<file path="config.mk">
export PLATFORM = sky130hd
export DESIGN_NAME = cpu_control_unit
export DESIGN_NICKNAME = d
export VERILOG_FILES = /design/src/rtl/cpu_control_unit.sv
export SDC_FILE = /design/constraint.sdc
export NUM_CORES = 1
export LEC_CHECK = 0
export ABC_CLOCK_PERIOD_IN_PS = 5400
export CAP_MARGIN = 40
export CORE_UTILIZATION = 69
export CTS_CLUSTER_DIAMETER = 120
export DETAILED_ROUTE_END_ITERATION = 16
export DONT_BUFFER_PORTS = 1
export HOLD_SLACK_MARGIN = 0.08
export PLACE_DENSITY = 0.85
export SLEW_MARGIN = 10
export SYNTH_ARGS = -nofsm -noshare
export SYNTH_HDL_FRONTEND = slang
export SYNTH_SLANG_ARGS = --single-unit
</file>
<file path="constraint.sdc">
create_clock -name Clock -period 5.4 [get_ports Clock]
set_clock_uncertainty 0.1 [all_clocks]
set_input_delay 0.81 -clock Clock [delete_from_list [all_inputs] [get_ports Clock]]
set_output_delay 0.81 -clock Clock [all_outputs]
set_load 0.05 [all_outputs]
</file>
<file path="src/rtl/cpu_control_unit.sv">
// Hardwired Moore control sequencer for the single-bus CPU datapath: fetch,
// opcode decode of IR[31:27] and per-step datapath strobes, plus run/halt status.
//
// state   | meaning
// --------+-----------------------------------------------------------
// S_RESET | held in reset, all strobes low, Run low
// S_T0    | fetch: PC -> MAR, PC+1 -> Z
// S_T1    | fetch: Z -> PC, memory read into MDR
// S_T2    | fetch: MDR -> IR; nop completes, halt/undefined go to S_HALT
// S_T3-T7 | execute steps, sequence chosen by opcode
// S_HALT  | stopped, only clear exits
module cpu_control_unit #(
    parameter logic [4:0] INC_OP = 5'b11111,
    parameter logic [4:0] ADD_OP = 5'b00011
) (
    input  logic        Clock,
    input  logic        clear,
    input  logic [31:0] IR,
    input  logic        CON_FF,
    input  logic        Stop,
    output logic        Run,
    output logic [4:0]  operation,
    output logic        PCout,
    output logic        Zlowout,
    output logic        Zhighout,
    output logic        HIout,
    output logic        LOout,
    output logic        MDRout,
    output logic        In_Portout,
    output logic        Cout,
    output logic        BAout,
    output logic        Rout,
    output logic        PCin,
    output logic        IRin,
    output logic        MARin,
    output logic        MDRin,
    output logic        Yin,
    output logic        Zin_low,
    output logic        Zin_high,
    output logic        HIin,
    output logic        LOin,
    output logic        Rin,
    output logic        outPortenable,
    output logic        ConIn,
    output logic        Gra,
    output logic        Grb,
    output logic        Grc,
    output logic        IncPC,
    output logic        Read,
    output logic        Write
);

    typedef enum logic [3:0] {
        S_RESET, S_T0, S_T1, S_T2, S_T3, S_T4, S_T5, S_T6, S_T7, S_HALT
    } state_t;

    state_t     state, state_nxt;
    logic [4:0] opc;
    logic [4:0] imm_op;
    logic       done;
    logic       is_alu, is_unary, is_imm, is_ld, is_ldi, is_st, is_md;
    logic       is_br, is_jr, is_jal, is_in, is_out, is_mfhi, is_mflo, is_nop, is_halt;
    logic       unused_ir;

    assign opc       = IR[31:27];
    assign unused_ir = ^IR[26:0];

    assign is_alu   = (opc >= 5'b00011) && (opc <= 5'b01011);
    assign is_unary = (opc == 5'b10001) || (opc == 5'b10010);
    assign is_imm   = (opc >= 5'b01100) && (opc <= 5'b01110);
    assign is_ld    = (opc == 5'b00000);
    assign is_ldi   = (opc == 5'b00001);
    assign is_st    = (opc == 5'b00010);
    assign is_md    = (opc == 5'b01111) || (opc == 5'b10000);
    assign is_br    = (opc == 5'b10011);
    assign is_jr    = (opc == 5'b10100);
    assign is_jal   = (opc == 5'b10101);
    assign is_in    = (opc == 5'b10110);
    assign is_out   = (opc == 5'b10111);
    assign is_mfhi  = (opc == 5'b11000);
    assign is_mflo  = (opc == 5'b11001);
    assign is_nop   = (opc == 5'b11010);
    assign is_halt  = (opc >= 5'b11011);

    // addi/andi/ori reuse the add/and/or ALU codes
    assign imm_op = (opc == 5'b01100) ? 5'b00011 :
                    (opc == 5'b01101) ? 5'b00101 : 5'b00110;

    assign Run = (state != S_RESET) && (state != S_HALT);

    always_ff @(posedge Clock or negedge clear) begin
        if (!clear) state <= S_RESET;
        else        state <= state_nxt;
    end

    always_comb begin
        state_nxt     = state;
        done          = 1'b0;
        operation     = 5'b00000;
        PCout         = 1'b0;
        Zlowout       = 1'b0;
        Zhighout      = 1'b0;
        HIout         = 1'b0;
        LOout         = 1'b0;
        MDRout        = 1'b0;
        In_Portout    = 1'b0;
        Cout          = 1'b0;
        BAout         = 1'b0;
        Rout          = 1'b0;
        PCin          = 1'b0;
        IRin          = 1'b0;
        MARin         = 1'b0;
        MDRin         = 1'b0;
        Yin           = 1'b0;
        Zin_low       = 1'b0;
        Zin_high      = 1'b0;
        HIin          = 1'b0;
        LOin          = 1'b0;
        Rin           = 1'b0;
        outPortenable = 1'b0;
        ConIn         = 1'b0;
        Gra           = 1'b0;
        Grb           = 1'b0;
        Grc           = 1'b0;
        IncPC         = 1'b0;
        Read          = 1'b0;
        Write         = 1'b0;

        case (state)
            S_RESET: state_nxt = S_T0;
            S_HALT:  state_nxt = S_HALT;
            S_T0: begin
                PCout = 1'b1; MARin = 1'b1; IncPC = 1'b1; Zin_low = 1'b1;
                operation = INC_OP;
                state_nxt = S_T1;
            end
            S_T1: begin
                Zlowout = 1'b1; PCin = 1'b1; Read = 1'b1; MDRin = 1'b1;
                state_nxt = S_T2;
            end
            S_T2: begin
                MDRout = 1'b1; IRin = 1'b1;
                if (is_nop)       done = 1'b1;
                else if (is_halt) state_nxt = S_HALT;
                else              state_nxt = S_T3;
            end
            S_T3: begin
                state_nxt = S_T4;
                if (is_alu || is_imm) begin
                    Grb = 1'b1; Rout = 1'b1; Yin = 1'b1;
                end else if (is_unary) begin
                    Grb = 1'b1; Rout = 1'b1; Zin_low = 1'b1; operation = opc;
                end else if (is_ld || is_ldi || is_st) begin
                    Grb = 1'b1; BAout = 1'b1; Yin = 1'b1;
                end else if (is_md) begin
                    Gra = 1'b1; Rout = 1'b1; Yin = 1'b1;
                end else if (is_br) begin
                    Gra = 1'b1; Rout = 1'b1; ConIn = 1'b1;
                end else if (is_jr) begin
                    Gra = 1'b1; Rout = 1'b1; PCin = 1'b1; done = 1'b1;
                end else if (is_jal) begin
                    PCout = 1'b1; Grb = 1'b1; Rin = 1'b1;
                end else if (is_in) begin
                    In_Portout = 1'b1; Gra = 1'b1; Rin = 1'b1; done = 1'b1;
                end else if (is_out) begin
                    Gra = 1'b1; Rout = 1'b1; outPortenable = 1'b1; done = 1'b1;
                end else if (is_mfhi || is_mflo) begin
                    HIout = is_mfhi; LOout = is_mflo; Gra = 1'b1; Rin = 1'b1; done = 1'b1;
                end else begin
                    state_nxt = S_HALT;
                end
            end
            S_T4: begin
                state_nxt = S_T5;
                if (is_alu) begin
                    Grc = 1'b1; Rout = 1'b1; Zin_low = 1'b1; operation = opc;
                end else if (is_unary) begin
                    Zlowout = 1'b1; Gra = 1'b1; Rin = 1'b1; done = 1'b1;
                end else if (is_imm) begin
                    Cout = 1'b1; Zin_low = 1'b1; operation = imm_op;
                end else if (is_ld || is_ldi || is_st) begin
                    Cout = 1'b1; Zin_low = 1'b1; operation = ADD_OP;
                end else if (is_md) begin
                    Grb = 1'b1; Rout = 1'b1; Zin_low = 1'b1; Zin_high = 1'b1; operation = opc;
                end else if (is_br) begin
                    PCout = 1'b1; Yin = 1'b1;
                end else if (is_jal) begin
                    Gra = 1'b1; Rout = 1'b1; PCin = 1'b1; done = 1'b1;
                end else begin
                    state_nxt = S_HALT;
                end
            end
            S_T5: begin
                state_nxt = S_T6;
                if (is_alu || is_imm || is_ldi) begin
                    Zlowout = 1'b1; Gra = 1'b1; Rin = 1'b1; done = 1'b1;
                end else if (is_ld || is_st) begin
                    Zlowout = 1'b1; MARin = 1'b1;
                end else if (is_md) begin
                    Zlowout = 1'b1; LOin = 1'b1;
                end else if (is_br) begin
                    Cout = 1'b1; Zin_low = 1'b1; operation = ADD_OP;
                end else begin
                    state_nxt = S_HALT;
                end
            end
            S_T6: begin
                state_nxt = S_T7;
                if (is_ld) begin
                    Read = 1'b1; MDRin = 1'b1;
                end else if (is_st) begin
                    Gra = 1'b1; Rout = 1'b1; MDRin = 1'b1;
                end else if (is_md) begin
                    Zhighout = 1'b1; HIin = 1'b1; done = 1'b1;
                end else if (is_br) begin
                    Zlowout = 1'b1; PCin = CON_FF; done = 1'b1;
                end else begin
                    state_nxt = S_HALT;
                end
            end
            S_T7: begin
                if (is_ld) begin
                    MDRout = 1'b1; Gra = 1'b1; Rin = 1'b1; done = 1'b1;
                end else if (is_st) begin
                    Write = 1'b1; done = 1'b1;
                end else begin
                    state_nxt = S_HALT;
                end
            end
            default: state_nxt = S_HALT;
        endcase

        // Stop only takes effect at an instruction boundary
        if (done) state_nxt = Stop ? S_HALT : S_T0;
    end

endmodule

</file>
== After elaboration in Yosys (flattened, before gate mapping) ==
Index checks and enable logic that the tools add are counted.
Storage, ports and cells
  input port bits: 36
  register bits: 4
Operators by class
  equality and inequality tests: 28
  $lt $le $gt $ge: 5
  multiplexer cells: 224
  reduce and logical (&&, ||, !) cells: 15
Operators with widths (count)
  $mux 1: 167
  $mux 4: 27
  $eq 5x5->1 const B: 11
  $pmux 4 s9: 1
  $mux 5: 7
  $pmux 5 s4: 1
  $eq 4x3->1 const B: 4
  $pmux 1 s4: 4
  $eq 5x4->1 const B: 3
  $pmux 1 s2: 7
  $le 5x4->1 const B: 2
  $mux 2: 5
  $ne 3x3->1 const B: 3
  $eq 4x2->1 const B: 2
  $logic_or 1x1->1: 8
  $pmux 1 s3: 2
  $pmux 1 s6: 1
  $eq 5x1->1 const B: 1
  $eq 5x2->1 const B: 1
  $ge 5x2->1 const B: 1
  $ge 5x4->1 const B: 1
  $ge 5x5->1 const B: 1
  $logic_not 5->1: 1
  $pmux 1 s5: 1
  other kinds (8): 10

== Longest topological paths before layout ==
  word-level depth: 15
  gate-level depth with buffers: 7

== Worst setup path after synthesis ==
OpenSTA, ideal clock, no wires.
  path kind: input -> output
  from: input port IR[31]
  to: output port Rin
  arrival: 3.500 ns
  stages on the path: 6
  path slack: 0.990 ns
  path through: clkbuf_1 > clkbuf_1 > nand4b_1 > nor2_1 > a21oi_1 > o311ai_0
On the way
  cells in the longest elaborated chain, start to end: 13
  elaborated cells between the ends (all ways): 42
RTL lines
  start: declaration: RTL line 18  | input logic [31:0] IR,
  $eq 5x5->1, on equally long branches: RTL line 80, 81
  $logic_or 1x1->1: RTL line 167  | end else if (is_mfhi || is_mflo) begin
  $mux 1: RTL line 167
  $mux 1: RTL line 165  | end else if (is_out) begin
  $mux 1: RTL line 163  | end else if (is_in) begin
  $mux 1: RTL line 161  | end else if (is_jal) begin
  $mux 1: RTL line 159  | end else if (is_jr) begin
  $mux 1: RTL line 157  | end else if (is_br) begin
  $mux 1: RTL line 155  | end else if (is_md) begin
  $mux 1: RTL line 153  | end else if (is_ld || is_ldi || is_st) begin
  $mux 1: RTL line 151  | end else if (is_unary) begin
  $mux 1: RTL line 149  | if (is_alu || is_imm) begin
  $pmux 1 s4 (*): RTL line 129  | case (state)
  end: declaration: RTL line 42  | output logic Rin,
Every way passes the cells marked *; elsewhere a longest branch is shown, timed or not.

== Worst setup path in the final report ==
  from: register state[2]
  to: output port Rin
On the way
  cells in the longest elaborated chain, start to end: 2
  elaborated cells between the ends (all ways): 5
RTL lines
  start: declaration: RTL line 57  | state_t state, state_nxt;
  start signal: assignment: RTL line 93  | else state <= state_nxt;
  $eq 4x4->1 / $eq 4x3->1 (equally long branches): RTL line 129
  $pmux 1 s4 (*): RTL line 129
Marks and branches as above.

==> results.cfg <==
[placed_design]
dp_hpwl_um = 2940
port_buffers = 0
gp_congestion = 0.951

[detailed_routing]
wirelength_um = 4340
wire_per_inst_um = 19.5
via_per_inst = 7.82
postRouteAntennaNets = 0
drtPass1Iterations = 12
initialDrtViolationCount = 223
drc = 1
vias = 1736

[synthesis]
synthTopCellsByArea = o21ai_0 9.6%, dfrtp_1 8.3%, nor2_1 8.1%
postSynth.asyncResetShare_pct = 100
synth_top_area_share_pct = 9.56
ys_types = 54
synth_nets = 234
ys.flop_type = dfrtp_1
syn_inst = 198
mappedNetlistArea_mm2 = 0.00120
synth-seq-cells = 4
synth-seq-area-share_pct = 8.32
ys_warn_count = 0
synth-edff-count = 0
synth_area_per_cell_um2 = 6.08
synth_largest_area_cell = o21ai_0

[clock_tree]
tritoncts = yes
ctsHoldBuffers = 0
path_clk_slew_ns = 0.04
clkSinkCount = 4
cts_root_buf = clkbuf_4
htree_num_levels = 1
cts_buffers = 3
cts_setup_buffers = 0
cts_resized = 0
clk_path_buf_depth = 2
clock_latency_ns = 0.25

[finish]
fin_util_pct = 88.4
register_area_um2 = 100
final_net_count = 244
antenna_cells = 0
largest_reg_flops = 4
multi_input_area_mm2 = 0.00103
drive_gt1_share_pct = 19.9
num-fill-cells = 84
reg_top3 = state (4)
area_delta_synth_final_pct = 14.6
top_register = state

[sta]
post-route-min-period_ns = 3.61
finalSetupViolCount = 0
rsz0062_at_grt = no
worst_pin_slew_ns = 0.960
fmax_ghz = 0.277
timing.final.hold_violations = 0
slew_violations = 0
final.period_utilization_pct = 66.9
maxSlewHeadroom_pct = 35.9
final.setup.tns_ns = 0

[global_route]
antenna_found_initial = 0
grt_util_all_layers_pct = 47.3
grt_overflow = 0
first_global_vias = 1419
grt_first_pass_wirelength_um = 6710
grt_max_degree = 36

[power_and_ir_drop]
p_leak_nw = 0.530
p_sw_share_pct = 66.0
net-switching-power_w = 0.000266
power_frac_seq_pct = 18.1
powerDensity_mw_per_mm2 = 293
p_int_w = 0.000137
combPwrFrac_pct = 71.8
pwr-share-clk_pct = 10.1
vdd_ir_drop_max_mv = 0.240

[die]
start_util_pct = 77.2
num_rows = 14
ios = 70
dieArea_mm2 = 0.00192
die_w_um = 43.8
core_mm2 = 0.00156
die_h_um = 43.8

[status]
violations = design-rule violations
status = complete, but fails checks

[critical_path]
path_class = reg -> out
crit_required_ns = 4.49
critical_path.max_fanout = 14
cp-start-kind = register
arrival_ns = 2.70
worst_setup_path_end_kind = output port

[run]
maxCapViolCount = 0

[worst_hold_path]
hold_class = in -> async
layout by cell type (no fill, tap or decap), types with 3 or more instances in the layout:
master     n
buf_4     21
o21ai_1    9
nand3_1    6
clkbuf_4   3
o21ai_0   15
a21oi_1   17
nor4_2     4
inv_1      8
dfrtp_1    4
nor3_1     8
nand4_1    5
o211ai_1   3
and3_1     3
nand2b_1   6
a31oi_1    6
a211oi_1   3
and2_1     3
nor2_1    25
nand4b_1   3
nand2_1   15
path summary, 6_finish.rpt:
| check | to | slack [ns] | cells past startpoint | start |
|---|---|---|---|---|
| max | Rin | 1.79 | 6 | state[2] |
| min | state[2] | 0.15 | 0 | clear |
| max reg2reg | state[3] | 2.59 | 5 | state[2] |
| min reg2reg | state[2] | 0.66 | 1 | state[3] |
| max in group asynchronous | state[1] | 4.97 | 0 | clear |
| min in group Clock | state[3] | 0.63 | 1 | Stop |
layout make-up:
cell class	instances	share of cell area, %
Inverter	8	2.18
Timing Repair Buffer	23	12.5
Sequential cell	4	7.26
Clock buffer	3	1.63
Tap cell	16	1.45
Multi-Input combinational cell	168	75.0
power groups by stage:
stage | Sequential, W | Combinational (W) | Clock [W]
finish | 0.0000730 | 0.000290 | 0.0000408
global route | 0.0000735 | 0.000302 | 0.0000467
global placement | 0.0000699 | 0.000248 | 0
CTS | 0.0000707 | 0.000284 | 0.0000405
detailed placement | 0.0000707 | 0.000281 | 0
floorplan | 0.0000470 | 0.000257 | 0
critical path: stages (launching register included):
cell	delay, ns
dfrtp_1	0.64
nor4b_1	0.72
nand2_1	0.39
nor2_1	0.17
a21oi_1	0.06
o311ai_2	0.22
buf_4	0.24
metrics by stage:
stage	worst slack [ns]	area (µm²)	instances	power, W	hold WS [ns]
after floorplan	0.990	1200	198	0.000304	0.414
after global routing	1.72	1380	222	0.000422	0.124
after detailed placement	2.19	1360	219	0.000351	0.414
final	1.79	1380	222	0.000403	0.154
after CTS	1.90	1380	222	0.000395	0.153
after global placement	1.83	1230	202	0.000318	0.414
cell families (layout without fill, tap and decap cells):
logic type	count (synthesis)	in the layout	synth area share [%]
AO/OA/AOI/OAI	68	68	35.2
XOR/XNOR	2	2	1.46
buffers and inverters	26	34	9.98
flip-flops	4	4	8.32
multiplexers	2	2	2.18
AND/OR/NAND/NOR	96	96	42.8
cells in the mapped netlist, types with 2 or more instances:
library cell and instances:
buf_1 3, and2b_1 2, o211ai_1 3, a21oi_1 17
or2_2 2, nor3_1 8, nor4_1 5, a31oi_1 6
buf_4 3, nand4b_1 3, o21ai_0 23, dfrtp_1 4
nand3_1 6, nand4_1 5, nor2_1 26, inv_1 8
nor2b_1 2, nand2b_1 6, clkbuf_1 8, nand2_1 15
and2_1 3, a211oi_1 3, and3_1 3, buf_2 3
or3_1 2
per-layer routing:
layer | routed length [µm] | GRT usage, %
met1 | 1450 | 53.0
met2 | 1970 | 77.3
met3 | 665 | 15.0
met4 | 255 | 28.7
met5 | 0 | 0
(Power assumes the default switching activity.)
